## config.mk

```make
export PLATFORM = sky130hd
export DESIGN_NAME = cnn_frame_sequencer
export DESIGN_NICKNAME = d
export VERILOG_FILES = /design/src/rtl/cnn_pkg.sv /design/src/rtl/cnn_seq_addr_gen.sv /design/src/rtl/cnn_frame_sequencer.sv
export SDC_FILE = /design/constraint.sdc
export NUM_CORES = 1
export LEC_CHECK = 0
export ABC_CLOCK_PERIOD_IN_PS = 2500
export CORE_ASPECT_RATIO = 1.75
export CORE_UTILIZATION = 36
export DETAILED_ROUTE_END_ITERATION = 16
export GPL_TIMING_DRIVEN = 1
export PLACE_DENSITY = 0.58
export SYNTH_ARGS = -nofsm -noshare
export SYNTH_HDL_FRONTEND = slang
export SYNTH_HIERARCHICAL = 1
export SYNTH_SLANG_ARGS = --single-unit
```

## constraint.sdc

```tcl
create_clock -name clk -period 2.5 [get_ports clk]
set_input_delay 0.75 -clock clk [delete_from_list [all_inputs] [get_ports clk]]
set_output_delay 0.75 -clock clk [all_outputs]
set_load 0.02 [all_outputs]
```

## src/rtl/cnn_pkg.sv

```systemverilog
// Shared constants and state encoding for the CNN frame sequencer.
// The top module takes its default geometry from here.
package cnn_pkg;

  localparam int IX           = 28;
  localparam int IY           = 28;
  localparam int KX           = 5;
  localparam int KY           = 5;
  localparam int PIX_PER_IMG  = IX * IY;
  localparam int CONV_PER_IMG = (IX - KX + 1) * (IY - KY + 1);

  typedef enum logic [1:0] {
    IDLE = 2'd0,
    LOAD = 2'd1,
    WAIT = 2'd2,
    DONE = 2'd3
  } seq_state_e;

endpackage

```

## src/rtl/cnn_seq_addr_gen.sv

```systemverilog
// Pixel index counter producing the ROM address base(sel) + idx
// and a flag marking the final pixel of the image.
module cnn_seq_addr_gen #(
  parameter int PIX    = 784,
  parameter int SEL_W  = 4,
  parameter int ADDR_W = 14
) (
  input  logic              clk,
  input  logic              reset,
  input  logic [SEL_W-1:0]  sel,
  input  logic              clear,
  input  logic              advance,
  output logic [ADDR_W-1:0] addr,
  output logic              last
);

  localparam int IDX_W = $clog2(PIX + 1);

  logic [IDX_W-1:0] idx_q, idx_d;

  // Next pixel index: cleared on frame start, stepped on each issued read.
  always_comb begin
    if (clear) begin
      idx_d = '0;
    end else if (advance) begin
      idx_d = idx_q + IDX_W'(1);
    end else begin
      idx_d = idx_q;
    end
  end

  // Pixel index register.
  always_ff @(posedge clk) begin
    if (reset) begin
      idx_q <= '0;
    end else begin
      idx_q <= idx_d;
    end
  end

  // Address and last-pixel decode from the current index.
  always_comb begin
    addr = ADDR_W'(sel) * ADDR_W'(PIX) + ADDR_W'(idx_q);
    last = (idx_q == IDX_W'(PIX - 1));
  end

endmodule

```

## src/rtl/cnn_frame_sequencer.sv

```systemverilog
// Frame sequencer: streams one image from the pixel ROM into the conv core and
// waits for conv/classifier completion. Optional watchdog: CNN_SEQ_TIMEOUT_EN.
module cnn_frame_sequencer #(
  parameter int IX          = cnn_pkg::IX,
  parameter int IY          = cnn_pkg::IY,
  parameter int KX          = cnn_pkg::KX,
  parameter int KY          = cnn_pkg::KY,
  parameter int NUM_IMG     = 16,
  parameter int TIMEOUT_CYC = 4096,
  parameter int ADDR_W      = $clog2(NUM_IMG * IX * IY)
) (
  input  logic              clk,
  input  logic              reset,
  input  logic              i_start,
  input  logic [3:0]        i_sel,
  input  logic              i_ready,
  output logic              o_rd_en,
  output logic [ADDR_W-1:0] o_rd_addr,
  output logic              o_pix_valid,
  input  logic              i_conv_valid,
  input  logic              i_result_valid,
  output logic              o_busy,
  output logic              o_done,
  output logic              o_error,
  output logic [9:0]        o_conv_cnt
);

  import cnn_pkg::*;

  localparam int         PIX_N    = IX * IY;
  localparam int         CONV_N   = (IX - KX + 1) * (IY - KY + 1);
  localparam logic [9:0] CONV_MAX = 10'(CONV_N);

  seq_state_e        state_q, state_d;
  logic [3:0]        sel_q, sel_d;
  logic [9:0]        cnt_q, cnt_d;
  logic              flag_q, flag_d;
  logic              rd_en_q, rd_en_d;
  logic [ADDR_W-1:0] rd_addr_q, rd_addr_d;
  logic              pix_valid_q, pix_valid_d;

  logic              accept_s, issue_s, last_s, finish_s, timeout_s;
  logic [ADDR_W-1:0] gen_addr_s;

  cnn_seq_addr_gen #(
    .PIX    (PIX_N),
    .SEL_W  (4),
    .ADDR_W (ADDR_W)
  ) u_addr_gen (
    .clk     (clk),
    .reset   (reset),
    .sel     (sel_q),
    .clear   (accept_s),
    .advance (issue_s),
    .addr    (gen_addr_s),
    .last    (last_s)
  );

  // Frame bookkeeping: start acceptance, read issue, conv count and result flag.
  always_comb begin
    accept_s = (state_q == IDLE) && i_start;
    issue_s  = (state_q == LOAD) && i_ready;
    sel_d    = accept_s ? i_sel : sel_q;

    if (accept_s) begin
      cnt_d = '0;
    end else if (((state_q == LOAD) || (state_q == WAIT)) && i_conv_valid && (cnt_q != CONV_MAX)) begin
      cnt_d = cnt_q + 10'd1;
    end else begin
      cnt_d = cnt_q;
    end

    if (accept_s) begin
      flag_d = 1'b0;
    end else if ((state_q != IDLE) && i_result_valid) begin
      flag_d = 1'b1;
    end else begin
      flag_d = flag_q;
    end

    // Uses next-cycle values so conv completion and result may coincide.
    finish_s    = (state_q == WAIT) && (cnt_d == CONV_MAX) && flag_d;
    rd_en_d     = issue_s;
    rd_addr_d   = issue_s ? gen_addr_s : rd_addr_q;
    pix_valid_d = rd_en_q;
  end

`ifdef CNN_SEQ_TIMEOUT_EN
  localparam int WD_W = $clog2(TIMEOUT_CYC + 1);

  logic [WD_W-1:0] wd_q, wd_d;
  logic            err_q, err_d;

  // Watchdog: counts consecutive WAIT cycles with no conv or result activity.
  always_comb begin
    if ((state_q == WAIT) && !i_conv_valid && !i_result_valid) begin
      wd_d = wd_q + WD_W'(1);
    end else begin
      wd_d = '0;
    end
    timeout_s = (state_q == WAIT) && !finish_s && (wd_d == WD_W'(TIMEOUT_CYC));
    if (accept_s) begin
      err_d = 1'b0;
    end else if (timeout_s) begin
      err_d = 1'b1;
    end else begin
      err_d = err_q;
    end
  end

  // Watchdog and sticky error registers.
  always_ff @(posedge clk) begin
    if (reset) begin
      wd_q  <= '0;
      err_q <= 1'b0;
    end else begin
      wd_q  <= wd_d;
      err_q <= err_d;
    end
  end

  assign o_error = err_q;
`else
  assign timeout_s = 1'b0;
  assign o_error   = 1'b0;
`endif

  // State register.
  always_ff @(posedge clk) begin
    if (reset) begin
      state_q <= IDLE;
    end else begin
      state_q <= state_d;
    end
  end

  // Next-state logic.
  always_comb begin
    state_d = state_q;
    case (state_q)
      IDLE: begin
        if (i_start) state_d = LOAD;
        else         state_d = IDLE;
      end
      LOAD: begin
        if (issue_s && last_s) state_d = WAIT;
        else                   state_d = LOAD;
      end
      WAIT: begin
        if (finish_s)       state_d = DONE;
        else if (timeout_s) state_d = IDLE;
        else                state_d = WAIT;
      end
      DONE:    state_d = IDLE;
      default: state_d = IDLE;
    endcase
  end

  // State-decoded outputs.
  always_comb begin
    o_busy = (state_q != IDLE);
    o_done = (state_q == DONE);
  end

  // Datapath registers; in-flight pixel valid is dropped on reset.
  always_ff @(posedge clk) begin
    if (reset) begin
      sel_q       <= 4'd0;
      cnt_q       <= 10'd0;
      flag_q      <= 1'b0;
      rd_en_q     <= 1'b0;
      rd_addr_q   <= '0;
      pix_valid_q <= 1'b0;
    end else begin
      sel_q       <= sel_d;
      cnt_q       <= cnt_d;
      flag_q      <= flag_d;
      rd_en_q     <= rd_en_d;
      rd_addr_q   <= rd_addr_d;
      pix_valid_q <= pix_valid_d;
    end
  end

  assign o_rd_en     = rd_en_q;
  assign o_rd_addr   = rd_addr_q;
  assign o_pix_valid = pix_valid_q;
  assign o_conv_cnt  = cnt_q;

endmodule

```

==> summary.txt <==
Syn avg cell area - 8.32 um^2
Number of buffer and inverter stages on the critical path - 1
Number of violations reported at the end of detailed-routing iteration 0 - 39
Number of cell rows - 39
Data arrival time at the worst-slack endpoint - 1490 ps
Cts-stage hold buffer count - 0
Cell area after layout - 0.00304 mm^2
Cell area after placement - 0.00289 mm^2
Clock root buffer master - clkbuf_16
Routed wire length - 5.94 mm
Worst reg2reg path startpoint - u_addr_gen/idx_q[0]$_SDFFE_PP0P_
Via count of the first global-routing pass - 2,149
Worst path depth - 2
Vias per Instance - 5.08
Ports placed on the boundary - 39
GRT Overall Usage - 0.180
Worst Hold Slack - 454 ps
Crit path largest cell delay - 620 ps
Category of cells accounting for the largest share of critical-path delay - buffers and inverters
Run status - completed
Post-layout min period - 2240 ps
Max Fanout on Critical Path - 4
Fill cell count - 696
Maximum buffer depth of the clock tree - 2
Wire per inst - 14.3 um
VDD IR-drop max - 443 uV
Routability-driven placement congestion ratio - 0.827
Top-area cell type share of the netlist area - 0.351
Area contributors post-synth - dfxtp_1 (35%), ha_1 (11%), nand2_1 (7.8%)
Setup repair after global routing missed its margin - false
Type of the worst min-delay path - reg -> reg
Number of cells on the worst reg-to-reg path - 8
Warning count from the yosys run - 6
Vertical die dimension - 111 um
First-pass detailed-route iteration total - 4
Worst Setup EP - o_done
Worst setup startpoint - state_q[0]$_SDFF_PP0_
Number of H-tree levels - 2
Antenna violations before repair - 0
Flops & latches, synth - 43
Half-perimeter wire length after placement - 4.64 mm
Highest attainable clock frequency - 447 MHz
Remaining antenna violation count after routing - 0
# clock sinks - 43
Total leakage power - 1.15 nW
Hold Violations, Final - 0
Global-route congestion overflow total - 0
Finish-stage setup viols - 0
Clock latency reported for the late side of the worst-skew pair - 290 ps
Layout-stage area growth over the synthesis result - 24.0%
Setup slack after placement - 89.4 ps
Final setup margin - 261 ps
Post-route DRC - 0
Proportion of synthesized chip area in sequential cells - 0.351
Synthesized netlist net count - 328
Pin count of the biggest net entering global routing - 18
CTS tree - done
Proportion of layout cells with a drive suffix above 1 - 0.0778
Number of enable flip-flop cells after synthesis - 0
Antenna Diode Count - 0
Top_reg_cell synth - dfxtp_1
Area enclosed by the die boundary - 0.00716 mm^2
Global-route wire length before repair - 9.87 mm
Setup Crit Path Kind - reg -> out
# Max-Cap Violations - 0
Instance count of the mapped netlist - 295
Width of the chip - 64.4 um
Biggest area consumer among synthesized cells - dfxtp_1
Setup TNS after final layout - 0 ps
Critical Path Slowest Stage Cell - clkdlybuf4s50_1
Endpoint of the worst-slack reg-to-reg timing path - state_q[0]$_SDFF_PP0_
Worst setup SP type - flip-flop
Worst path cell trace - ha_1 -> clkdlybuf4s50_1
Slack of the worst reg-to-reg path - 270 ps
Share of flip-flops with an asynchronous set or reset after synthesis - 0
Mapped Area - 0.00245 mm^2
Core outline area - 0.00654 mm^2
Clock Skew - 5.29 ps
Count of pins over their slew limit - 0
Share of the clock period used by the worst path after layout - 0.895
Total via count in the routed design - 2,113
Net total in the final layout - 366
Synth cell types - 45
Required arrival time at the worst endpoint - 1750 ps
Power density of the placed cells - 510 mW/mm^2
Sort of element at the end of the critical path - output pin
CTS Buf Count - 5
Input/output buffers - 37
Clock input transition at the sequential cells of the worst setup and hold paths - 60 ps
Initial core utilization - 0.375
[power breakdown]
part           switching, mW  internal [mW]
Clock                  0.275          0.369
Combinational          0.112         0.0810
Sequential            0.0147          0.699
Total                  0.402           1.15
[how the worst min path moves through the flow]
stage,start,end,cells past startpoint
floorplan,flip-flop,flip-flop,2
global placement,o_rd_en$_SDFF_PP0_,o_pix_valid$_SDFF_PP0_,1
detailed placement,o_rd_addr[7]$_SDFFE_PP0P_,o_rd_addr[7]$_SDFFE_PP0P_,2
CTS,o_rd_addr[8]$_SDFFE_PP0P_,o_rd_addr[8]$_SDFFE_PP0P_,2
global route,o_rd_addr[11]$_SDFFE_PP0P_,o_rd_addr[11]$_SDFFE_PP0P_,2
finish,o_rd_addr[7]$_SDFFE_PP0P_,o_rd_addr[7]$_SDFFE_PP0P_,2
[registers in the layout, summed over array words and instances (netlist names), named ones only]
name / flops
u_addr_gen/idx_q: 10
sel_q: 4
o_rd_en: 1
o_conv_cnt: 10
state_q: 1
o_rd_addr: 14
o_pix_valid: 1
flag_q: 1
[worst register-to-register path: stages (launching register included)]
cell	delay, ps
dfxtp_1	410
ha_1	230
nand4_1	100
nor4_1	390
nand2_1	90
a21oi_1	340
nand4_1	150
a41o_1	220
and4_1	180
[metal layers]
metal / vias up / share of wire / global-route usage / wire (um)
met5: - / 0 / 0 / 0
met4: 0 / 0.025 / 0.0800 / 146
met3: 10 / 0.022 / 0.0267 / 132
met2: 31 / 0.58 / 0.360 / 3460
met1: 992 / 0.37 / 0.169 / 2210
li1: 1080 / - / - / -
[synth_stat cells, types with 4 or more instances]
library cell / n
nand2_1: 51
dfxtp_1: 43
a21oi_1: 31
nor2_1: 24
ha_1: 22
xnor2_1: 14
nand3_1: 13
inv_1: 11
xor2_1: 11
nand4_1: 7
o21ai_0: 7
buf_4: 5
clkbuf_1: 5
or3_1: 5
nand2b_1: 4
nor2b_1: 4
nor3_1: 4
[stage by stage]
stage / cells / total power, mW / util
finish: 416 / 1.55 / 0.465
global placement: 408 / 0.920 / 0.442
detailed placement: 408 / 0.924 / 0.442
global route: 416 / 1.62 / 0.465
floorplan: 295 / 0.851 / -
CTS: 416 / 1.57 / 0.464
[area by class of cell]
type,instances,area [um^2],share of cell area
Sequential cell,43,862,0.283
Clock buffer,6,129,0.0424
Multi-Input combinational cell,227,1470,0.484
Inverter,13,48.8,0.0160
Clock inverter,2,12.5,0.00411
Tap cell,82,103,0.0337
Timing Repair Buffer,43,414,0.136
[layout by cell type (no fill, tap or decap), types with 2 or more instances in the layout]
cell type        instances
a21oi_1                 31
and3_1                   2
and4_4                   2
buf_4                    6
clkbuf_16                5
clkdlybuf4s50_1         36
dfxtp_1                 42
ha_1                    22
inv_1                   11
inv_2                    2
mux2i_1                  3
nand2_1                 51
nand2b_1                 4
nand3_1                 13
nand4_1                  7
nor2_1                  24
nor2b_1                  4
nor3_1                   4
o21ai_0                  7
or3_1                    5
xnor2_1                 14
xor2_1                  10
[cells by family after synthesis]
group	share of synthesized area
fa+ha+maj	0.124
mux	0.0122
buf+inv	0.0520
xor+xnor	0.0892
compound gates	0.115
flops	0.351
simple gates	0.254
other cells	0.00153
[repair_timing]
action                     4_1_cts  5_1_grt
setup buffers                    0        0
setup endpoints to repair        1        1
resized for setup                1        2
Power figures use the tool's default switching activity.
